`src/rtl/fetch_pkg.sv`:
```
// Shared types for the instruction-fetch sequencer.
package fetch_pkg;

  // Fetch FSM: RUN fetches; HALT is sticky until reset.
  typedef enum logic {
    RUN  = 1'b0,
    HALT = 1'b1
  } fetch_state_t;

  // Next-PC source chosen by the priority encoder.
  typedef enum logic [2:0] {
    SEQ    = 3'd0,
    BRANCH = 3'd1,
    VECTOR = 3'd2,
    ERET   = 3'd3,
    HOLD   = 3'd4
  } npc_sel_t;

  localparam logic [15:0] NOP_INSTR = 16'h0000;

endpackage

```
`src/rtl/fetch_next_pc.sv`:
```
// Combinational next-PC priority encoder: picks the PC source, raises flush
// on redirects and flags fetch faults / nested exceptions.
module fetch_next_pc
  import fetch_pkg::*;
#(
  parameter int MEM_BYTES = 100
) (
  input  logic        run,
  input  logic        in_handler,
  input  logic        exc_req,
  input  logic        eret,
  input  logic        branch_taken,
  input  logic        stall,
  input  logic [15:0] pc,
  output npc_sel_t    sel,
  output logic        flush,
  output logic        fetch_fault,
  output logic        nested_exc
);

  // Highest priority first; redirects win over stall. Range check only
  // applies to a sequential load, so redirect targets are checked once
  // they have become the PC.
  always_comb begin
    sel         = HOLD;
    flush       = 1'b0;
    fetch_fault = 1'b0;
    nested_exc  = 1'b0;
    if (run) begin
      if (exc_req && in_handler) begin
        nested_exc = 1'b1;
        flush      = 1'b1;
      end else if (exc_req) begin
        sel   = VECTOR;
        flush = 1'b1;
      end else if (eret && in_handler) begin
        sel   = ERET;
        flush = 1'b1;
      end else if (branch_taken) begin
        sel   = BRANCH;
        flush = 1'b1;
      end else if (stall) begin
        sel = HOLD;
      end else begin
        sel         = SEQ;
        fetch_fault = pc[0] || (({1'b0, pc} + 17'd1) >= 17'(MEM_BYTES));
      end
    end
  end

endmodule

```
`src/rtl/fetch_sequencer.sv`:
```
// Instruction-fetch controller: PC register, IF/ID register, exception
// bookkeeping and the RUN/HALT FSM.
module fetch_sequencer
  import fetch_pkg::*;
#(
  parameter int          MEM_BYTES  = 100,
  parameter logic [15:0] RESET_PC   = 16'h0000,
  parameter logic [15:0] EXC_VECTOR = 16'h0040
) (
  input  logic        clk,
  input  logic        rst,
  output logic [15:0] imem_addr,
  input  logic [15:0] imem_data,
  input  logic        stall,
  input  logic        branch_taken,
  input  logic [15:0] branch_target,
  input  logic        exc_req,
  input  logic [15:0] exc_pc,
  input  logic        eret,
  output logic [15:0] if_instr,
  output logic [15:0] if_pc,
  output logic        if_valid,
  output logic        flush,
  output logic [15:0] epc,
  output logic        in_handler,
  output logic        halted,
  output logic        fault
);

  fetch_state_t state_q, state_d;
  logic [15:0]  pc;
  npc_sel_t     sel;
  logic         fetch_fault;
  logic         nested_exc;

  fetch_next_pc #(.MEM_BYTES(MEM_BYTES)) u_npc (
    .run          (state_q == RUN),
    .in_handler   (in_handler),
    .exc_req      (exc_req),
    .eret         (eret),
    .branch_taken (branch_taken),
    .stall        (stall),
    .pc           (pc),
    .sel          (sel),
    .flush        (flush),
    .fetch_fault  (fetch_fault),
    .nested_exc   (nested_exc)
  );

  assign imem_addr = pc;
  assign halted    = (state_q == HALT);

  // FSM state register.
  always_ff @(posedge clk or posedge rst) begin
    if (rst) state_q <= RUN;
    else     state_q <= state_d;
  end

  // FSM next state: a bad fetch or a nested exception stops fetch for good.
  always_comb begin
    state_d = state_q;
    if (state_q == RUN && (fetch_fault || nested_exc)) state_d = HALT;
  end

  // PC, IF/ID and exception registers. Halting and redirects leave a bubble
  // in IF/ID (if_pc untouched); in HALT sel is HOLD so everything freezes.
  always_ff @(posedge clk or posedge rst) begin
    if (rst) begin
      pc         <= RESET_PC;
      if_instr   <= NOP_INSTR;
      if_pc      <= 16'h0000;
      if_valid   <= 1'b0;
      epc        <= 16'h0000;
      in_handler <= 1'b0;
      fault      <= 1'b0;
    end else if (nested_exc) begin
      if_instr <= NOP_INSTR;
      if_valid <= 1'b0;
    end else begin
      unique case (sel)
        VECTOR: begin
          epc        <= exc_pc;
          in_handler <= 1'b1;
          pc         <= EXC_VECTOR;
          if_instr   <= NOP_INSTR;
          if_valid   <= 1'b0;
        end
        ERET: begin
          pc         <= epc;
          in_handler <= 1'b0;
          if_instr   <= NOP_INSTR;
          if_valid   <= 1'b0;
        end
        BRANCH: begin
          pc       <= branch_target;
          if_instr <= NOP_INSTR;
          if_valid <= 1'b0;
        end
        SEQ: begin
          if (fetch_fault) begin
            fault    <= 1'b1;
            if_instr <= NOP_INSTR;
            if_valid <= 1'b0;
          end else begin
            if_instr <= imem_data;
            if_pc    <= pc;
            if_valid <= 1'b1;
            pc       <= pc + 16'd2;
          end
        end
        default: ; // HOLD
      endcase
    end
  end

endmodule

```
`config.mk`:
```
export PLATFORM = sky130hd
export DESIGN_NAME = fetch_sequencer
export DESIGN_NICKNAME = d
export VERILOG_FILES = /design/src/rtl/fetch_pkg.sv /design/src/rtl/fetch_next_pc.sv /design/src/rtl/fetch_sequencer.sv
export SDC_FILE = /design/constraint.sdc
export NUM_CORES = 1
export LEC_CHECK = 0
export CAP_MARGIN = 20
export CORE_UTILIZATION = 46
export CTS_CLUSTER_SIZE = 24
export DETAILED_ROUTE_END_ITERATION = 16
export HOLD_SLACK_MARGIN = 0.12
export PLACE_DENSITY = 0.95
export REMOVE_ABC_BUFFERS = 1
export SLEW_MARGIN = 15
export SYNTH_ARGS = -nofsm -noshare
export SYNTH_HDL_FRONTEND = slang
export SYNTH_SLANG_ARGS = --single-unit
```
`constraint.sdc`:
```
create_clock -name clk -period 5.45 [get_ports clk]
set_input_delay 0.8175 -clock clk [delete_from_list [all_inputs] [get_ports clk]]
set_output_delay 0.8175 -clock clk [all_outputs]
set_load 0.005 [all_outputs]
```
==> run summary <==
CP Max Fanout -> 33
CP endpoint kind -> flop
# Post-CTS Setup Buffers -> 0
DRT Pass-1 Iters -> 5
Starting Density -> 48.6%
Sequential area share after synthesis -> 58.1%
Avg WL per Cell -> 18.0 µm
HPWL after detailed placement -> 5.52 mm
Via count -> 2449
Synth warn -> 0
PostCTS Resize Cnt -> 0
CP max stage delay -> 0.55 ns
Synth Cell Area -> 2930 µm²
RSZ-0062 raised after global routing -> no
Top cells by area, synth -> dfrtp_1, mux2_2, a22o_1
Cells after synthesis -> 236
WP data arrival -> 3.27 ns
Antenna violations before repair -> 0
Die Footprint -> 6690 µm²
First-pass GRT wire length -> 12.3 mm
Worst R2R Path Depth -> 7
Pleak -> 1.95 nW
H-tree levels -> 3
Vias in the first global route -> 2445
Crit path kind -> reg2reg
Levels on crit path -> 7
Max-slew headroom -> 30.7%
Core ar. -> 6030 µm²
CTS Buf Count -> 9
Final Power -> 0.00150 W
Yosys reg bits -> 68
IO buf count -> 122
Post-synthesis area per instance -> 12.4 µm²
Worst path cell trace -> ha_1 -> nand3_1 -> nor4_1 -> mux2i_1 -> a2111o_1 -> nor2_8 -> mux2_2
# DRC -> 0
Largest delay share family, worst path -> simple AND/OR/NAND/NOR gates
Clock Path Buffers -> 2
Die span in y -> 81.8 µm
Critical-path top delay cell -> dfrtp_1
Crit share post-route -> 55.8%
Yosys top cell by area -> dfrtp_1
Final setup viols -> 0
Max-cap viol count -> 0
Final-report hold violation count -> 0
Total GRT Usage -> 25.1%
RePlAce Congestion -> 0.840
Critical Path Start -> imem_addr[1]
Status -> complete, no violations
Top cell type's share of synthesized area -> 58.1%
Grt total ovfl -> 0
Clock sinks -> 68
Synth unique cells -> 45
Worst setup SP type -> flop
R2r endpoint -> if_pc[5]
VDD IR max -> 246 µV
Crit Reg-Reg Startpoint -> imem_addr[1]
Setup WS pre-CTS -> 2.25 ns
Worst-margin pin slew -> 1.03 ns
Hold WC Path Type -> reg2reg
P&R area growth vs syn -> 50.5%
Final Net Count -> 413
Worst path bufs/invs -> 0
CTS tree -> built
DIE WIDTH -> 81.8 µm
Worst skew pair latency -> 0.34 ns
Largest net degree at the start of global routing -> 69
P per Cell Area -> 340 nW/µm²
DRT Wirelength -> 7.86 mm
Layout cells sized above 1 -> 13.2%
Hold_buf cts -> 0
Fmax -> 329 MHz
Crit path to -> if_pc[5]
Initial DRC count -> 364
Diode count -> 0
Clock Skew -> 0.00470 ns
CTS Root Cell -> clkbuf_8
Final Max Tran Viols -> 0
Required time of the worst setup path -> 5.68 ns
Setup TNS -> 0 ns
Final worst slack -> 2.41 ns
Register-to-register setup slack -> 2.41 ns
# rows -> 28
Final Critical Period -> 3.04 ns
Clock-pin slew on the worst setup and hold paths -> 0.08 ns
Final core occ -> 73.2%
I/O pin total -> 123
DR vias/cell -> 5.59
Final ANT Viol Nets -> 0
==> Yosys cell counts (all sizes together) <==
library cell and count:
mux2i 1, nor2 7, o311ai 2, or4 1, a2bb2oi 5, a222oi 6, a32o 1, a31o 1
nor4b 1, o21ai 8, a221oi 2, buf 6, a22o 16, nand3 3, nor3 4, o32a 1
mux2 22, o31ai 1, or2 2, inv 13, and3 3, a32oi 1, a2111o 1, o2111ai 1
a21o 4, nand4 3, nor4 4, dfrtp 68, a21oi 7, nand2b 2, clkbuf 8, ha 1
nor2b 10, or3 1, nor3b 2, nand2 8, and2 1, a22oi 7, a31oi 1
==> kinds of logic after synthesis <==
kind of cell | count (synthesis) | synth area share (%)
adder cells (fa/ha/maj) | 1 | 0.427
flip-flops | 68 | 58.1
AO/OA/AOI/OAI | 65 | 17.7
buffers and inverters | 27 | 4.44
multiplexers | 23 | 8.80
AND/OR/NAND/NOR | 52 | 10.5
==> placed cells by master (no fill, tap or decap), drive strengths merged, types with 4 or more instances in the layout <==
master	netlist	routed
a21o	4	4
a21oi	7	7
a222oi	6	6
a22o	16	16
a22oi	7	7
a2bb2oi	5	5
clkbuf	8	9
clkdlybuf4s50	0	122
dfrtp	68	68
inv	13	16
mux2	22	22
nand2	8	8
nor2	7	7
nor2b	10	10
nor3	4	4
nor4	4	4
o21ai	8	8
==> routing by layer <==
layer  vias up  routed length (µm)  track usage [%]
met3        17                 424             4.44
met2       113                3950             41.0
met4         0                 161             11.9
met5         -                   0                0
li1       1137                   -                -
met1      1182                3330             32.3
==> how the worst min path moves through the flow <==
stage | startpoint | to | slack, ns | cells after the start
final | if_valid | if_valid | 0.49 | 1
after detailed placement | if_valid | if_valid | 0.48 | 1
after floorplan | fault | fault | 0.46 | 1
after global routing | if_pc[8] | if_pc[8] | 0.51 | 1
after global placement | fault | fault | 0.46 | 1
after CTS | if_valid | if_valid | 0.49 | 1
==> layout make-up <==
class,count,area (µm²)
Clock inverter,7,83.8
Timing Repair Buffer,125,1240
Fill cell,410,1620
Inverter,13,48.8
Multi-Input combinational cell,141,1110
Clock buffer,9,124
Sequential cell,68,1700
Tap cell,75,93.8
==> where the power goes <==
group	internal (W)	leakage, nW	switching (W)
registers	0.000581	0.895	0.000107
clock network	0.000219	0.102	0.000208
logic	0.000249	0.950	0.000136
total	0.00105	1.95	0.000451
==> worst reg2reg max path: stages, from the launching register on <==
cell and delay, ns:
dfrtp_1 0.55, ha_1 0.33, nand3_1 0.19, nor4_1 0.38, mux2i_1 0.13, a2111o_1 0.50
nor2_8 0.45, mux2_2 0.40
==> sequential cells by signal (all words and copies together) (netlist names) <==
signal      cells
imem_addr      16
if_valid        1
if_instr       16
in_handler      1
epc            16
halted          1
if_pc          16
fault           1
==> through the flow <==
step                area, µm²  std cells  hold slack (ns)
floorplan                2850        222            0.459
global placement         4190        421            0.458
detailed placement       4190        421            0.477
CTS                      4400        437            0.494
global route             4410        438            0.511
finish                   4410        438            0.491
(Power assumes the default switching activity.)
